**src/rtl/sum_sq_driver_if.sv**
```systemverilog
// Accumulator-side bus between the frame driver and a sum-of-squares unit.
// Ports: a/valid_in/acc_clr toward the accumulator, f/valid_out back.
interface sum_sq_driver_if;
  logic [7:0]  a;
  logic        valid_in;
  logic        acc_clr;
  logic [19:0] f;
  logic        valid_out;

  modport master (
    output a, valid_in, acc_clr,
    input  f, valid_out
  );

  modport slave (
    input  a, valid_in, acc_clr,
    output f, valid_out
  );
endinterface

```
**src/rtl/sum_sq_driver.sv**
```systemverilog
// Buffers samples in a FIFO and streams frames into a sum-of-squares unit.
// Ports: clk/reset, s_* FIFO write side, frame_len/start/busy, acc bus, result/err.
module sum_sq_driver #(
  parameter int DEPTH = 8,
  parameter int LEN_W = 8
) (
  input  logic             clk,
  input  logic             reset,
  input  logic [7:0]       s_data,
  input  logic             s_wr,
  output logic             s_full,
  input  logic [LEN_W-1:0] frame_len,
  input  logic             start,
  output logic             busy,
  sum_sq_driver_if.master  acc,
  output logic [19:0]      result,
  output logic             result_valid,
  output logic             err
);

  localparam int AW = $clog2(DEPTH);
  localparam logic [AW:0] CNT_FULL = (AW+1)'(DEPTH);
  localparam logic [AW:0] CNT_ONE  = (AW+1)'(1);
  localparam logic [AW-1:0] PTR_ONE = AW'(1);
  localparam logic [LEN_W-1:0] LEN_ONE = LEN_W'(1);

  typedef enum logic [2:0] {
    IDLE, CLEAR, SEND, WAIT, DONE
  } state_t;

  logic [7:0] mem [DEPTH];

  state_t          state_q, state_d;
  logic [AW-1:0]   wr_ptr_q, wr_ptr_d;
  logic [AW-1:0]   rd_ptr_q, rd_ptr_d;
  logic [AW:0]     count_q, count_d;
  logic [LEN_W-1:0] len_q, len_d;
  logic [LEN_W-1:0] sent_q, sent_d;
  logic [LEN_W-1:0] rcvd_q, rcvd_d;
  logic [3:0]      timer_q, timer_d;
  logic [7:0]      a_q, a_d;
  logic            valid_in_q, valid_in_d;
  logic            acc_clr_q, acc_clr_d;
  logic [19:0]     result_q, result_d;
  logic            result_valid_q, result_valid_d;
  logic            err_q, err_d;
  logic            busy_q, busy_d;

  logic push, pop, empty;

  assign s_full = (count_q == CNT_FULL);
  assign empty  = (count_q == '0);
  assign push   = s_wr && !s_full;

  always_comb begin
    state_d        = state_q;
    len_d          = len_q;
    sent_d         = sent_q;
    rcvd_d         = rcvd_q;
    timer_d        = timer_q;
    a_d            = a_q;
    valid_in_d     = 1'b0;
    acc_clr_d      = 1'b0;
    result_d       = result_q;
    result_valid_d = 1'b0;
    err_d          = 1'b0;
    pop            = 1'b0;

    unique case (state_q)
      IDLE: begin
        if (start && frame_len != '0) begin
          len_d     = frame_len;
          acc_clr_d = 1'b1;
          state_d   = CLEAR;
        end
      end
      CLEAR: begin
        sent_d  = '0;
        rcvd_d  = '0;
        timer_d = '0;
        state_d = SEND;
      end
      SEND: begin
        if (acc.valid_out)
          rcvd_d = rcvd_q + LEN_ONE;
        if (!empty && sent_q < len_q) begin
          pop        = 1'b1;
          a_d        = mem[rd_ptr_q];
          valid_in_d = 1'b1;
          sent_d     = sent_q + LEN_ONE;
          if (sent_d == len_q) begin
            timer_d = '0;
            state_d = WAIT;
          end
        end
      end
      WAIT: begin
        if (acc.valid_out) begin
          rcvd_d  = rcvd_q + LEN_ONE;
          timer_d = '0;
          if (rcvd_d == len_q) begin
            result_d       = acc.f;
            result_valid_d = 1'b1;
            state_d        = DONE;
          end
        end else if (timer_q == 4'd15) begin
          // 16th silent cycle: give up on this frame
          err_d   = 1'b1;
          state_d = IDLE;
        end else begin
          timer_d = timer_q + 4'd1;
        end
      end
      DONE: begin
        state_d = IDLE;
      end
      default: state_d = IDLE;
    endcase

    busy_d = (state_d != IDLE);
  end

  always_comb begin
    wr_ptr_d = wr_ptr_q;
    rd_ptr_d = rd_ptr_q;
    count_d  = count_q;
    if (push)
      wr_ptr_d = wr_ptr_q + PTR_ONE;
    if (pop)
      rd_ptr_d = rd_ptr_q + PTR_ONE;
    if (push && !pop)
      count_d = count_q + CNT_ONE;
    else if (pop && !push)
      count_d = count_q - CNT_ONE;
  end

  always_ff @(posedge clk) begin
    if (push)
      mem[wr_ptr_q] <= s_data;
  end

  always_ff @(posedge clk or negedge reset) begin
    if (!reset) begin
      state_q        <= IDLE;
      wr_ptr_q       <= '0;
      rd_ptr_q       <= '0;
      count_q        <= '0;
      len_q          <= '0;
      sent_q         <= '0;
      rcvd_q         <= '0;
      timer_q        <= '0;
      a_q            <= '0;
      valid_in_q     <= 1'b0;
      acc_clr_q      <= 1'b0;
      result_q       <= '0;
      result_valid_q <= 1'b0;
      err_q          <= 1'b0;
      busy_q         <= 1'b0;
    end else begin
      state_q        <= state_d;
      wr_ptr_q       <= wr_ptr_d;
      rd_ptr_q       <= rd_ptr_d;
      count_q        <= count_d;
      len_q          <= len_d;
      sent_q         <= sent_d;
      rcvd_q         <= rcvd_d;
      timer_q        <= timer_d;
      a_q            <= a_d;
      valid_in_q     <= valid_in_d;
      acc_clr_q      <= acc_clr_d;
      result_q       <= result_d;
      result_valid_q <= result_valid_d;
      err_q          <= err_d;
      busy_q         <= busy_d;
    end
  end

  assign acc.a        = a_q;
  assign acc.valid_in = valid_in_q;
  assign acc.acc_clr  = acc_clr_q;
  assign result       = result_q;
  assign result_valid = result_valid_q;
  assign err          = err_q;
  assign busy         = busy_q;

endmodule
```
**src/flat_wrapper.sv**
```systemverilog
// flat-port wrapper written by rule: the top's interface ports become plain ports
module sum_sq_driver_flat 
#(
  parameter int DEPTH = 8,
  parameter int LEN_W = 8
)
  (clk, reset, s_data, s_wr, s_full, frame_len, start, busy, result, result_valid, err, acc_a, acc_valid_in, acc_acc_clr, acc_f, acc_valid_out);
  sum_sq_driver_if acc_i ();
  input  logic clk;
  input  logic reset;
  input  logic [7:0] s_data;
  input  logic s_wr;
  output logic s_full;
  input  logic [LEN_W-1:0] frame_len;
  input  logic start;
  output logic busy;
  output logic [19:0] result;
  output logic result_valid;
  output logic err;
  output wire logic [$bits(acc_i.a)-1:0] acc_a;
  output wire logic [$bits(acc_i.valid_in)-1:0] acc_valid_in;
  output wire logic [$bits(acc_i.acc_clr)-1:0] acc_acc_clr;
  input wire logic [$bits(acc_i.f)-1:0] acc_f;
  input wire logic [$bits(acc_i.valid_out)-1:0] acc_valid_out;
  assign acc_a = acc_i.a;
  assign acc_valid_in = acc_i.valid_in;
  assign acc_acc_clr = acc_i.acc_clr;
  assign acc_i.f = acc_f;
  assign acc_i.valid_out = acc_valid_out;
  sum_sq_driver #(.DEPTH(DEPTH), .LEN_W(LEN_W)) u_core (.clk(clk), .reset(reset), .s_data(s_data), .s_wr(s_wr), .s_full(s_full), .frame_len(frame_len), .start(start), .busy(busy), .acc(acc_i), .result(result), .result_valid(result_valid), .err(err));
endmodule
```
**config.mk**
```make
export PLATFORM = sky130hd
export DESIGN_NAME = sum_sq_driver_flat
export DESIGN_NICKNAME = d
export VERILOG_FILES = /design/src/rtl/sum_sq_driver_if.sv /design/src/rtl/sum_sq_driver.sv /design/src/flat_wrapper.sv
export SDC_FILE = /design/constraint.sdc
export NUM_CORES = 1
export LEC_CHECK = 0
export CAP_MARGIN = 20
export CORE_AREA = 3 3 111 113
export CTS_CLUSTER_DIAMETER = 100
export DETAILED_ROUTE_END_ITERATION = 8
export DIE_AREA = 0 0 114 116
export PLACE_DENSITY = 0.76
export SETUP_SLACK_MARGIN = 0.4
export SLEW_MARGIN = 20
export SYNTH_ARGS = -nofsm -noshare
export SYNTH_HDL_FRONTEND = slang
export SYNTH_SLANG_ARGS = --single-unit
```
**constraint.sdc**
```tcl
create_clock -name clk -period 4.03 [get_ports clk]
set_clock_uncertainty 0.1 [all_clocks]
set_input_delay 0.403 -clock clk [delete_from_list [all_inputs] [get_ports clk]]
set_output_delay 0.403 -clock clk [all_outputs]
set_load 0.01 [all_outputs]
```
==> summary.txt <==
Synthesis
  • Async SR Flop Fraction: 53.6%
  • Synth Cell Area: roughly 6400 um^2
  • Post-synthesis simple-gate area fraction: a little over a tenth
  • Seq cells post-synth: around 140
  • Register area share after synthesis: slightly below 60%
  • XOR/XNOR Fraction of Synth Area: 3.72%
  • Mux share of post-synthesis cell area: 12.7%
  • Post-synthesis compound-gate area fraction: under 10%
  • Mapped Cells: 487
  • Syn avg cell area: 13.1 um^2
  • Post-synth top area cell: edfxtp_1
  • Post-synth EDFFs: 64
  • Synth Area in Adders: 3.46%
  • Top post-synthesis cells by area: edfxtp_1 (30%), dfrtp_1 (29%), mux4_2 (5.7%)
  • Largest family of logic cells by synthesized area: multiplexers
  • Warnings, synthesis: 0
  • Synth Flop Type: dfrtp_1
  • Post-synth top area share: 30.2%
  • Syn nets: 545
  • Synth cell types: 57

STA
  • Worst-Margin Slew: 949 ps
  • Slew HR: 36.7%
  • RSZ-0062 raised after global routing: no
  • Min Tclk post-route: ~3300 ps
  • # setup viols final: 0
  • Fmax: ~300 MHz
  • TNS Setup: 0 ps
  • Count of final max-slew check failures: 0
  • Worst setup margin: 699 ps
  • Fin crit share: 82.7%
  • Final hold violations: 0

Final layout
  • Most frequent cells in the layout: dfrtp_1 (74), clkdlybuf4s50_1 (73), edfxtp_1 (64)
  • Multi-input combinational cell area: 2390 um^2
  • Nets@finish: between 600 and 700
  • Final instance area: 7820 um^2
  • Layout Area Growth over Synthesis: 22.9%
  • Layout cell share with drive strength beyond 1: 15.6%
  • Ant diodes: 0
  • Most common cell after layout, fill and taps aside: dfrtp_1
  • Register area: 3770 um^2
  • Fill cells: 808

Floorplanning
  • Die X: 114 um
  • Die height: 116 um
  • Core area: 11400 um^2
  • Initial core utilization: roughly 56%
  • DIE AREA: between 10000 and 15000 um^2
  • Ports: 75
  • Row Count: 39

Worst setup path
  • Critical path arrival: 3540 ps
  • Worst Path Required: 4240 ps
  • Worst setup SP type: flop
  • CP Class: flop to flop
  • Critical path endpoint category: flop
  • Crit path max fanout: 7

GRT
  • Initial antenna violation count: 0
  • First-pass GRT wire length: between 20 and 25 mm
  • GRT Overall Usage: 22.0%
  • Largest net degree at the start of global routing: 75
  • Vias in the first global route: about 4400
  • Overflow after GRT: 0

Placed design
  • Cell Area, Placed: between 7000 and 8000 um^2
  • GPL Wtd Cong: a little under 0.9
  • DP HPWL: approximately 8.9 mm
  • Post-Place Worst Slack: 730 ps
  • Port Buf Inserts: 74

Drt
  • DRC: 0
  • WL/cell: 18.4 um
  • DR vias: 4225
  • Drt first pass iters: 5
  • WL final: 13.4 mm
  • Final ANT Viol Nets: 0
  • DR iter-0 viols: roughly 310
  • Via-to-Cell Ratio: around 5.8

Flow run
  • Max Cap Viol: 0

Clocking
  • CTS H-tree depth: 4
  • Total CTS buffers: 17
  • Root buffer cell: clkbuf_16
  • Post-CTS sizing: 0
  • Clk_lat worst skew: 420 ps
  • Post-CTS Setup Repair Bufs: 0
  • Clock buffer depth: 2
  • # hold bufs at CTS: 0
  • CTS Sinks: 138
  • CTS tree: done
  • Reg clk slew, reported paths: about 60 ps

Worst hold path
  • Hold Path Class: input pin to asynchronous set/reset pin

Power
  • Pwr dens: 698 nW/um^2
  • Leakage power: around 3.1 nW
  • Worst vdd ir: 0.000479 V

Status
  • Outcome: completed
## final timing paths
path	to	slack, ps	startpoint	cells after the start
max reg2reg	u_core.count_q[3]	700	u_core.sent_q[5]	12
min in group clk	u_core.acc.a[7]	380	u_core.acc.a[7]	2
min reg2reg	u_core.acc.a[7]	380	u_core.acc.a[7]	2
min	u_core.rcvd_q[4]	30	reset	1
max	u_core.count_q[3]	700	u_core.sent_q[5]	12
max in group asynchronous	u_core.result[1]	3190	reset	1
## final cells by class
type / instances / share of cell area (%)
inverters: 24 / 1.15
well taps: 143 / 2.29
repair buffers: 85 / 10.6
clock inverters: 13 / 1.55
multi-input cells: 305 / 30.6
clock buffers: 19 / 5.54
flip-flops and latches: 138 / 48.3
## sequential cells by signal, summed over array words and instances (netlist names)
register	count
u_core.acc.a	8
u_core.acc.acc_clr	1
u_core.acc.valid_in	1
u_core.busy	1
u_core.count_q	4
u_core.err	1
u_core.len_q	8
u_core.mem	64
u_core.rcvd_q	8
u_core.rd_ptr_q	3
u_core.result	20
u_core.result_valid	1
u_core.sent_q	8
u_core.state_q	3
u_core.timer_q	4
u_core.wr_ptr_q	3
## where the power goes
group	switching, W	total [W]	internal [W]
logic	0.000922	0.00183	0.000911
registers	0.000378	0.00218	0.00180
clock network	0.000590	0.00144	0.000851
## Yosys cell counts (all sizes together), types with 3 or more instances
library cell,number
dfrtp,74
edfxtp,64
nand2,49
mux2,27
nor2,25
o21ai,25
inv,24
xnor2,20
ha,16
mux4,16
mux2i,14
nor3,14
nand3,12
clkbuf,11
buf,9
nand4,8
o211ai,8
a21oi,7
xor2,7
nand2b,5
nor4,4
o311ai,4
or3,4
and2,3
and3,3
o21bai,3
o22ai,3
## critical path, cell delays in order (launching register included)
cell,delay (ps)
dfrtp_1,450
ha_1,340
a211o_1,290
o2111ai_1,500
nand4_1,240
ha_1,290
inv_1,120
ha_1,240
a21o_1,150
a21oi_1,170
xnor2_1,140
nor2_1,60
xnor2_1,120
## metal layers
layer,global-route usage [%],vias up,share of wire (%)
li1,-,1960,-
met1,27.8,2105,41
met2,36.5,138,51
met3,6.42,22,5.8
met4,8.23,0,1.5
met5,0,-,0
## logic make-up after synthesis
| kind of cell | count (synthesis) |
|---|---|
| adder cells (fa/ha/maj) | 17 |
| AND/OR/NAND/NOR | 135 |
| buffers and inverters | 44 |
| flip-flops | 138 |
| AO/OA/AOI/OAI | 69 |
| multiplexers | 57 |
| XOR/XNOR | 27 |
## per-stage QoR
| step | power, W | hold WS (ps) | util [%] | cells |
|---|---|---|---|---|
| after floorplan | 0.00344 | 7.41 | - | 487 |
| after CTS | 0.00549 | 68.3 | 68.4 | 727 |
| final | 0.00545 | 34.0 | 68.4 | 727 |
| after global placement | 0.00394 | 368 | 63.5 | 694 |
| after global routing | 0.00581 | 99.3 | 68.4 | 727 |
| after detailed placement | 0.00403 | 370 | 63.6 | 695 |
No activity file was read; power rests on OpenSTA's default activity.
==> variant, RTL diff (same flow settings) <==
Reset style: synchronous (`reset`), changed in one clocked block.
--- a/src/rtl/sum_sq_driver.sv
+++ b/src/rtl/sum_sq_driver.sv
@@ -141,3 +141,3 @@
 
-  always_ff @(posedge clk or negedge reset) begin
+  always_ff @(posedge clk) begin
     if (!reset) begin
Behaviour: differs if reset is asserted again (counterexample within 4 cycles, from zero or initial values and one cycle with reset low); with reset held inactive, the same outputs for 10 cycles.
==> variant against the original RTL <==
Via count increased by 1.3%; critical path type unchanged; design area decreased by 4.0%; setup slack improved by 120 ps; hold slack improved by 360 ps; global-route usage decreased by 0.67 points; highest routed layer unchanged; routed wire length decreased by 1.5%; maximum frequency increased by 3.6%; sequential cell count unchanged; synthesized area decreased by 4.8%; count of clock-buffer cells in the layout increased by 1.
Power is not compared: it rests on default switching activity, and its combinational part moved more than twofold at a synthesized area within 25%.
==> variant: results (changes against the original RTL) <==
Post-Place Cell Area: 0.006960 mm2 (-4.1%)
Worst hold path type: register to register
Total track usage: 21.37% (-0.67 points)
Gp weighted congestion: 0.8416 (-3.1%)
Met3 Wirelength: 630 um (-18%)
Clock buffer cells: 20 (+1)
# fillers: 879 (+8.8%)
Predominant post-synthesis flop cell: dfxtp_1
Multi-input combinational area share: 33.40% (+2.8 points)
Fraction of registers with async set/reset: 0% (-54 points)
Via count: 4282 (+1.3%)
Share of cells above drive strength 1: 11.99% (-3.6 points)
NonClk Buf Share: 10.78% (+0.18 points)
Mux contribution to synthesized area: 11.43% (-1.2 points)
Synth cell count leaders: nor2_1, dfxtp_1, edfxtp_1
Fraction of the mapped netlist area in compound gates: 8.161% (+1.0 points)
Sequential share of the synthesized area: 56.20% (-3.1 points)
M1 WL: 5654 um (+2.3%)
Ranking of synthesized cells by area: edfxtp_1, dfxtp_1, mux4_2
Largest net degree at the start of global routing: 43 (-43%)
First-pass GRT wire length: 21870 um (-0.94%)
Dpl hpwl: 9103 um (+2.1%)
Met2 global-route usage: 35.44% (-1.1 points)
Post-Synth Adder-Cell Area: 3.636% (+0.17 points)
Post-Route WL: 13160 um (-1.5%)
Status: completed
Clock-cell share of area: 7.191% (+0.098 points)
Arr. time, crit path: 3450 ps (-90 ps)
Met2 WL: 6695 um (-2.3%)
GR Util met3: 5.065% (-1.4 points)
variant: cell types whose count changed after synthesis, moves of 18 or more:
| cell | change |
|---|---|
| mux2i_1 | +18 |
| dfxtp_1 | +74 |
| nor2_1 | +52 |
| a21oi_1 | +25 |
| mux2_2 | -26 |
| dfrtp_1 | -74 |
variant: logic make-up after synthesis:
kind of cell	after synthesis
and+or+nand+nor	176
adders and majority gates	17
AOI/OAI and AO/OA	79
xor gates and xnor gates	26
DFF	138
buffers and inverters	38
muxes	49
variant: power by group:
part / internal (uW) / switching, uW / total (uW)
Clock: 843 / 580 / 1420
Combinational: 237 / 242 / 479
Sequential: 1550 / 68.4 / 1620
variant: worst max-delay path, stage by stage, from the launching register on:
cell	delay [ps]
dfxtp_1	380
inv_1	110
ha_1	310
a221oi_1	390
nand2_1	120
nor2_2	130
inv_2	90
ha_1	230
inv_1	110
ha_1	240
a21o_1	180
a21oi_1	170
xnor2_1	90
or3_1	310
a21oi_1	170
variant: path summary, 6_finish.rpt:
check	from	end	slack (ps)	depth (start not counted)
worst min-delay path	u_core.acc.a[3]	u_core.acc.a[3]	400	2
worst max register to register	u_core.len_q[7]	u_core.count_q[3]	810	14
worst max-delay path	u_core.len_q[7]	u_core.count_q[3]	810	14
worst min register to register	u_core.acc.a[3]	u_core.acc.a[3]	400	2
variant: metrics by stage:
stage / total power (uW) / util (%) / instances / worst slack [ps]
2_1_floorplan: 1941 / - / 523 / 1096
3_3_place_gp: 2105 / 60.95 / 728 / 1061
3_5_place_dp: 2129 / 60.96 / 728 / 883.4
4_1_cts: 3539 / 65.68 / 760 / 813.7
5_1_grt: 3666 / 65.68 / 760 / 614.6
6_report: 3520 / 65.68 / 760 / 814.0
